$ cat config.mk
export PLATFORM = sky130hd
export DESIGN_NAME = pipe_ctrl
export DESIGN_NICKNAME = d
export VERILOG_FILES = /design/src/rtl/pipe_pkg.sv /design/src/rtl/hazard_detect.sv /design/src/rtl/pipe_ctrl.sv
export SDC_FILE = /design/constraint.sdc
export NUM_CORES = 1
export LEC_CHECK = 0
export CORE_ASPECT_RATIO = 1.4
export CORE_MARGIN = 10
export CORE_UTILIZATION = 36
export CTS_CLUSTER_DIAMETER = 120
export DETAILED_ROUTE_END_ITERATION = 10
export PLACE_DENSITY = 0.8
export SKIP_CTS_REPAIR_TIMING = 1
export SLEW_MARGIN = 5
export SYNTH_ARGS = -nofsm -noshare
export SYNTH_HDL_FRONTEND = slang
export SYNTH_HIERARCHICAL = 1
export SYNTH_SLANG_ARGS = --single-unit
$ cat constraint.sdc
create_clock -name clk -period 2.3 [get_ports clk]
set_input_delay 0.46 -clock clk [delete_from_list [all_inputs] [get_ports clk]]
set_output_delay 0.46 -clock clk [all_outputs]
set_load 0.05 [all_outputs]
$ cat src/rtl/pipe_pkg.sv
// Shared types and widths for the pipeline hazard/flush controller.
package pipe_pkg;

   localparam int unsigned REG_W  = 5;
   localparam int unsigned ADDR_W = 32;
   localparam logic [REG_W-1:0] REG_ZERO = '0;

   typedef enum logic [1:0] {
      StRun,
      StBranchFlush,
      StMemWait
   } state_e;

endpackage

$ cat src/rtl/hazard_detect.sv
// Load-use hazard detector: EX load whose destination feeds an operand read in ID.
module hazard_detect
   import pipe_pkg::*;
(
   input  logic             ex_memread,
   input  logic [REG_W-1:0] ex_rd,
   input  logic [REG_W-1:0] id_rs,
   input  logic [REG_W-1:0] id_rt,
   input  logic             id_use_rs,
   input  logic             id_use_rt,
   output logic             load_use
);

   always_comb begin
      load_use = ex_memread && (ex_rd != REG_ZERO) &&
                 ((id_use_rs && (id_rs == ex_rd)) || (id_use_rt && (id_rt == ex_rd)));
   end

endmodule

$ cat src/rtl/pipe_ctrl.sv
// Pipeline stall/flush/redirect controller (RUN, BRANCH_FLUSH, MEM_WAIT).
// Define PIPE_CTRL_PERF_EN to build the stall_cycles/flush_events counters.
module pipe_ctrl
   import pipe_pkg::*;
(
   input  logic              clk,
   input  logic              rst,
   input  logic [REG_W-1:0]  id_rs,
   input  logic [REG_W-1:0]  id_rt,
   input  logic              id_use_rs,
   input  logic              id_use_rt,
   input  logic [REG_W-1:0]  ex_rd,
   input  logic              ex_memread,
   input  logic              ex_branch_taken,
   input  logic [ADDR_W-1:0] ex_target,
   input  logic              mem_busy,
   output logic              if_stall,
   output logic              id_stall,
   output logic              ex_stall,
   output logic              mem_stall,
   output logic              id_flush,
   output logic              ex_flush,
   output logic              if_cond,
   output logic [ADDR_W-1:0] if_condNPC,
   output logic [31:0]       stall_cycles,
   output logic [31:0]       flush_events
);

   state_e            state_q, state_d;
   logic              pend_valid_q, pend_valid_d;
   logic [ADDR_W-1:0] pend_target_q, pend_target_d;
   logic              load_use;
   logic              redirect;

   hazard_detect u_hazard_detect (
      .ex_memread (ex_memread),
      .ex_rd      (ex_rd),
      .id_rs      (id_rs),
      .id_rt      (id_rt),
      .id_use_rs  (id_use_rs),
      .id_use_rt  (id_use_rt),
      .load_use   (load_use)
   );

   always_ff @(posedge clk) begin
      if (rst) begin
         state_q       <= StRun;
         pend_valid_q  <= 1'b0;
         pend_target_q <= '0;
      end else begin
         state_q       <= state_d;
         pend_valid_q  <= pend_valid_d;
         pend_target_q <= pend_target_d;
      end
   end

   always_comb begin
      state_d       = state_q;
      pend_valid_d  = pend_valid_q;
      pend_target_d = pend_target_q;
      if_stall      = 1'b0;
      id_stall      = 1'b0;
      ex_stall      = 1'b0;
      mem_stall     = 1'b0;
      id_flush      = 1'b0;
      ex_flush      = 1'b0;
      if_cond       = 1'b0;
      if_condNPC    = '0;
      redirect      = 1'b0;

      if (rst) begin
         state_d = StRun;
      end else if (mem_busy) begin
         if_stall  = 1'b1;
         id_stall  = 1'b1;
         ex_stall  = 1'b1;
         mem_stall = 1'b1;
         state_d   = StMemWait;
         if (state_q == StMemWait && ex_branch_taken) begin
            pend_valid_d  = 1'b1;
            pend_target_d = ex_target;
         end
      end else if (state_q == StMemWait) begin
         state_d = StRun;
         if (pend_valid_q) begin
            redirect      = 1'b1;
            if_condNPC    = pend_target_q;
            pend_valid_d  = 1'b0;
            pend_target_d = '0;
            state_d       = StBranchFlush;
         end
      end else if (ex_branch_taken) begin
         redirect   = 1'b1;
         if_condNPC = ex_target;
         state_d    = StBranchFlush;
      end else if (state_q == StBranchFlush) begin
         id_flush = 1'b1;
         state_d  = StRun;
      end else if (load_use) begin
         // Hold IF/ID and send a bubble into EX while the load completes.
         if_stall = 1'b1;
         id_stall = 1'b1;
         ex_flush = 1'b1;
      end

      if (redirect) begin
         if_cond  = 1'b1;
         id_flush = 1'b1;
         ex_flush = 1'b1;
      end
   end

`ifdef PIPE_CTRL_PERF_EN
   logic [31:0] stall_cnt_q, flush_cnt_q;

   always_ff @(posedge clk) begin
      if (rst) begin
         stall_cnt_q <= '0;
         flush_cnt_q <= '0;
      end else begin
         if (if_stall) stall_cnt_q <= stall_cnt_q + 32'd1;
         if (redirect) flush_cnt_q <= flush_cnt_q + 32'd1;
      end
   end

   assign stall_cycles = rst ? 32'd0 : stall_cnt_q;
   assign flush_events = rst ? 32'd0 : flush_cnt_q;
`else
   logic unused_redirect;
   assign unused_redirect = redirect;
   assign stall_cycles    = 32'd0;
   assign flush_events    = 32'd0;
`endif

endmodule

# Word-level counts from Yosys, hierarchy flattened
# Cells that the tools add are included.
classes:
  reduce_logical: 14
  n_mux: 40
  n_eq_ne: 5
op_table:
  columns: ["cell", "count"]
  rows:
  - ["32-bit 2-to-1 mux", 9]
  - ["1-bit 2-to-1 mux", 27]
  - ["5-bit == test", 2]
  - ["2-bit 2-to-1 mux", 4]
  - ["1-bit logical AND", 5]
  - ["5-bit nonzero test", 1]
  - ["2-bit nonzero test", 2]
  - ["4-bit nonzero test", 1]
  - ["3-bit AND reduction", 1]
  - ["3-bit nonzero test", 1]
  - ["2-bit by 1-bit == test with 1-bit output (second input constant)", 1]
  - ["2-bit == test (second input constant)", 1]
  - ["2-bit by 1-bit inequality test with 1-bit output (second input constant)", 1]
  - ["2-bit AND reduction", 1]
  - ["2-bit OR reduction", 1]
  - ["1-bit logical OR", 1]
totals:
  out_inout_bits: 103
  ff_bits: 35

# Longest topological paths before layout
depth:
  depth_word: 11
  ltp_mapped: 8
  mapped_depth_nobuf: 6

# By module
# The synthesis kept the hierarchy.
modules_own_cells:
  columns: ["module", "n_inst", "seq_area_each_um2", "cells_each", "area_each_um2"]
  rows:
  - ["pipe_ctrl", 1, 700.7, 248, 2173.3]
  - ["hazard_detect", 1, 0.0, 17, 133.9]

# Worst setup path after synthesis
# Ideal clock, no wire load.
synth_path:
  path_type: "input to output"
  startpoint: "input ex_rd[0]"
  endpoint: "output if_stall"
  path_buffers: 1
  required_ns: 1.840
  stages: 7
  path_slack_ns: -0.389
  arrival_ns: 2.229
  cell_sequence: "xor2_1 nor4_2 nand3_1 a21oi_1 a31oi_1 nor2_1 buf_4"
synth_via:
  elab_chain_cells: 10
  word_cells_on_any_way: 14
  classes_between: "2 x eq/ne; 6 x mux; 6 x reduce/logical"
synth_rtl:
  columns: ["item", "line", "text"]
  rows:
  - ["from (decl)", "pipe_ctrl.sv:12", "input logic [REG_W-1:0] ex_rd,"]
  - ["5-bit == test", "hazard_detect.sv:16", "((id_use_rs && (id_rs == ex_rd)) || (id_use_rt && (id_rt == ex_rd)));"]
  - ["1-bit logical AND", "hazard_detect.sv:16", null]
  - ["1-bit logical OR", "hazard_detect.sv:16", null]
  - ["1-bit logical AND *", "hazard_detect.sv:15", "load_use = ex_memread && (ex_rd != REG_ZERO) &&"]
  - ["via load_use", "pipe_ctrl.sv:32", "logic load_use;"]
  - ["1-bit 2-to-1 mux * (6 in series)", null, null]
  - ["to (decl)", "pipe_ctrl.sv:17", "output logic if_stall,"]
# The timed path passes the listed nets; every way through them passes the cells marked *.

# Worst setup path after layout
layout_path:
  startpoint: "input ex_rd[2]"
  endpoint: "output id_stall"
layout_via:
  elab_chain_cells: 10
  word_cells_on_any_way: 14
  classes_between: "2 x eq/ne; 6 x mux; 6 x reduce/logical"
layout_rtl:
  columns: ["item", "line", "text"]
  rows:
  - ["5-bit == test", "hazard_detect.sv:16", null]
  - ["1-bit logical AND", "hazard_detect.sv:16", null]
  - ["1-bit logical OR", "hazard_detect.sv:16", null]
  - ["1-bit logical AND *", "hazard_detect.sv:15", null]
  - ["via load_use", "pipe_ctrl.sv:32", null]
  - ["1-bit 2-to-1 mux *", "pipe_ctrl.sv:99", "end else if (load_use) begin"]
  - ["1-bit 2-to-1 mux *", "pipe_ctrl.sv:96", "end else if (state_q == StBranchFlush) begin"]
  - ["1-bit 2-to-1 mux *", "pipe_ctrl.sv:92", "end else if (ex_branch_taken) begin"]
  - ["1-bit 2-to-1 mux *", "pipe_ctrl.sv:83", "end else if (state_q == StMemWait) begin"]
  - ["1-bit 2-to-1 mux *", "pipe_ctrl.sv:73", "end else if (mem_busy) begin"]
  - ["1-bit 2-to-1 mux *", "pipe_ctrl.sv:71", "if (rst) begin"]
  - ["to (decl)", "pipe_ctrl.sv:18", "output logic id_stall,"]
# Marks and branches as above.

==> impl_metrics.tcl <==
set metrics [dict create \
    status "finished with violations" \
    violations "negative setup slack" \
    firstDrtPassIters 4 \
    dieWidth_um 87.7 \
    r2r_cells 5 \
    yosysSeqAreaShare_pct 30.4 \
    period_needed_ns 2.43 \
    rsz0062_at_grt "true" \
    drive_above_1_share_pct 32.8 \
    arrival_ns 1.97 \
    critPathSlowestCell "nor4_1" \
    r2r_slack_ns 1.03 \
    synth_commonest_cells "buf_4, nor2_1, dfxtp_1" \
    clk_pin_slew_ns 0.07 \
    post_drt_wl_per_cell_um 17.1 \
    crit_buf_inv 2 \
    gp_congestion 0.746 \
    yosys.area.top_type "dfxtp_1" \
    io_buffer_count 92 \
    clock_latency_ns 0.28 \
    netlist_area_mm2 0.00231 \
    antenna_found_initial 0 \
    drtIter0Drc 86 \
    setup_violations 3 \
    max_freq_mhz 412 \
    hold_class "reg -> reg" \
    crit_required_ns 1.84 \
    post-route-drc-count 0 \
    path_cells "dlymetal6s2s_1 > xor2_1 > nor4_1 > nand3_1 > a21oi_2 > a31oi_2 > nor2_4 > buf_12" \
    holdPathEnd "state_q[0]$_SDFFE_PP0P_" \
    grt_pass1_wl_um 11200 \
    worst_slack_ns -0.129 \
    min_path_cells 2 \
    grt_pass1_vias 2237 \
    cap_violations 0 \
    synthCells 265 \
    power.leakage_nw 1.63 \
    dieArea_mm2 0.0101 \
    path_max_fanout 3 \
    finalClockSkew_ns 0.00402 \
    power_density_mw_per_mm2 463 \
    hp-start "state_q[0]$_SDFFE_PP0P_" \
    worstSetupStartpointType "input port" \
    hpwl_um 5840 \
    reg2reg_to "pend_target_q[21]$_SDFFE_PP0P_" \
    synth_edf_count 0 \
    diodes 0 \
    timing.hold.ws_ns 0.474 \
    critPathKind "in -> out" \
    finalWirelength_um 7420 \
    avgSynthCellArea_um2 8.71 \
    area_growth_pct 63.8 \
    ys_seq_elements 35 \
    cts_tree "yes" \
    cts.path.max_buffers 2 \
    pin_count 157 \
    vias 2072 \
    gr-total-overflow 0 \
    ys.flop_type "dfxtp_1" \
    netlist.area_leader.share_pct 30.4 \
    initial_core_util_pct 37.1 \
    ys_warn_count 6 \
    cpPeakStageDelay_ns 0.36 \
    hold_violations 0 \
    viasPerCell 4.76 \
    period_share_pct 106 \
    clk_root_buffer_cell "clkbuf_8" \
    synth_area_leaders "dfxtp_1, buf_4, a22o_1" \
    synthDistinctLibCells 30 \
    r2r-start "state_q[0]$_SDFFE_PP0P_" \
    maxSlewViolCount 0 \
    grt_max_degree 17 \
    yosysMostFrequentCell "buf_4" \
    cp_top_family "simple AND/OR/NAND/NOR gates" \
    die_h_um 115 \
    ant_nets 0 \
    p_total_mw 1.75 \
    cts_sinks 35 \
    async_flop_share_pct 0 \
    core_mm2 0.00621 \
    layout.nets 418 \
    end_kind "output pin" \
    rows 34 \
    grt_util_all_layers_pct 13.6 \
    irDropWorstVdd_uv 242 \
    h-tree-depth 2 \
    cts-buffers-inserted 5 \
]
worst min-delay path, stage by stage, from the launching register on:
cell and delay, ns:
dfxtp_2 0.33, nand2_1 0.05, a21oi_1 0.05
cell type report:
cell class              count  area [um2]
multi-input cells         202        1340
fillers                   524        2430
repair buffers            113        1540
clock inverters             2        12.5
clock buffers               6        72.6
well taps                  72        90.1
flip-flops and latches     35         702
inverters                   5        18.8
placed cells by master (no fill, tap or decap), drive strengths merged, types with 2 or more instances in the layout:
master	netlist	final
a21oi	6	6
a22o	32	32
a22oi	32	32
a31oi	2	2
buf	80	62
clkbuf	6	7
clkdlybuf4s50	0	37
conb	1	64
dfxtp	35	35
dlymetal6s2s	0	13
ha	2	2
inv	5	5
nand2	2	2
nand3	2	2
nor2	37	37
nor3	2	2
nor4	2	2
o21ai	2	2
xnor2	2	2
xor2	8	8
cell families after synthesis:
logic type	synth area share (%)
multiplexers	1.08
other	0.163
adder cells (fa/ha/maj)	1.08
AND/OR/NAND/NOR	10.1
buffers and inverters	28.0
flip-flops	30.4
XOR/XNOR	3.80
AO/OA/AOI/OAI	25.3
power by group:
part           leakage, nW  total (mW)  internal (mW)  switching (mW)
combinational         1.31       0.685          0.234           0.451
sequential           0.284       0.632          0.622          0.0104
clock               0.0412       0.432          0.212           0.221
total                 1.63        1.75           1.07           0.682
state kept, by name, summed over array words and instances, names as in the netlist:
signal,flops
pend_valid_q,1
state_q,2
pend_target_q,32
routing by layer:
| layer | wire length (um) | global-route usage (%) |
|---|---|---|
| met1 | 2760 | 14.4 |
| met5 | 0 | 0 |
| met2 | 3860 | 23.7 |
| met3 | 733 | 5.91 |
| met4 | 64 | 3.52 |
per-stage QoR:
| stage | TNS (ns) | worst slack, ns | utilization, % | cells | area (um2) |
|---|---|---|---|---|---|
| 2_1_floorplan | 0 | 0.0294 | - | 328 | 2640 |
| 3_3_place_gp | -2.41 | -0.289 | 57.6 | 425 | 3580 |
| 3_5_place_dp | -2.81 | -0.385 | 57.6 | 425 | 3580 |
| 4_1_cts | -3.34 | -0.389 | 59.0 | 433 | 3660 |
| 5_1_grt | -1.29 | -0.156 | 60.9 | 435 | 3780 |
| 6_report | -0.333 | -0.129 | 60.9 | 435 | 3780 |
how the worst max path moves through the flow:
stage	endpoint	cells after the start	slack [ns]	startpoint
2_1_floorplan	if_stall	7	0.03	ex_rd[0]
3_3_place_gp	id_stall	8	-0.29	ex_rd[0]
3_5_place_dp	id_stall	8	-0.39	ex_rd[0]
4_1_cts	id_stall	8	-0.39	ex_rd[0]
5_1_grt	id_stall	8	-0.16	ex_rd[2]
6_report	id_stall	8	-0.13	ex_rd[2]
Power figures use the tool's default switching activity.
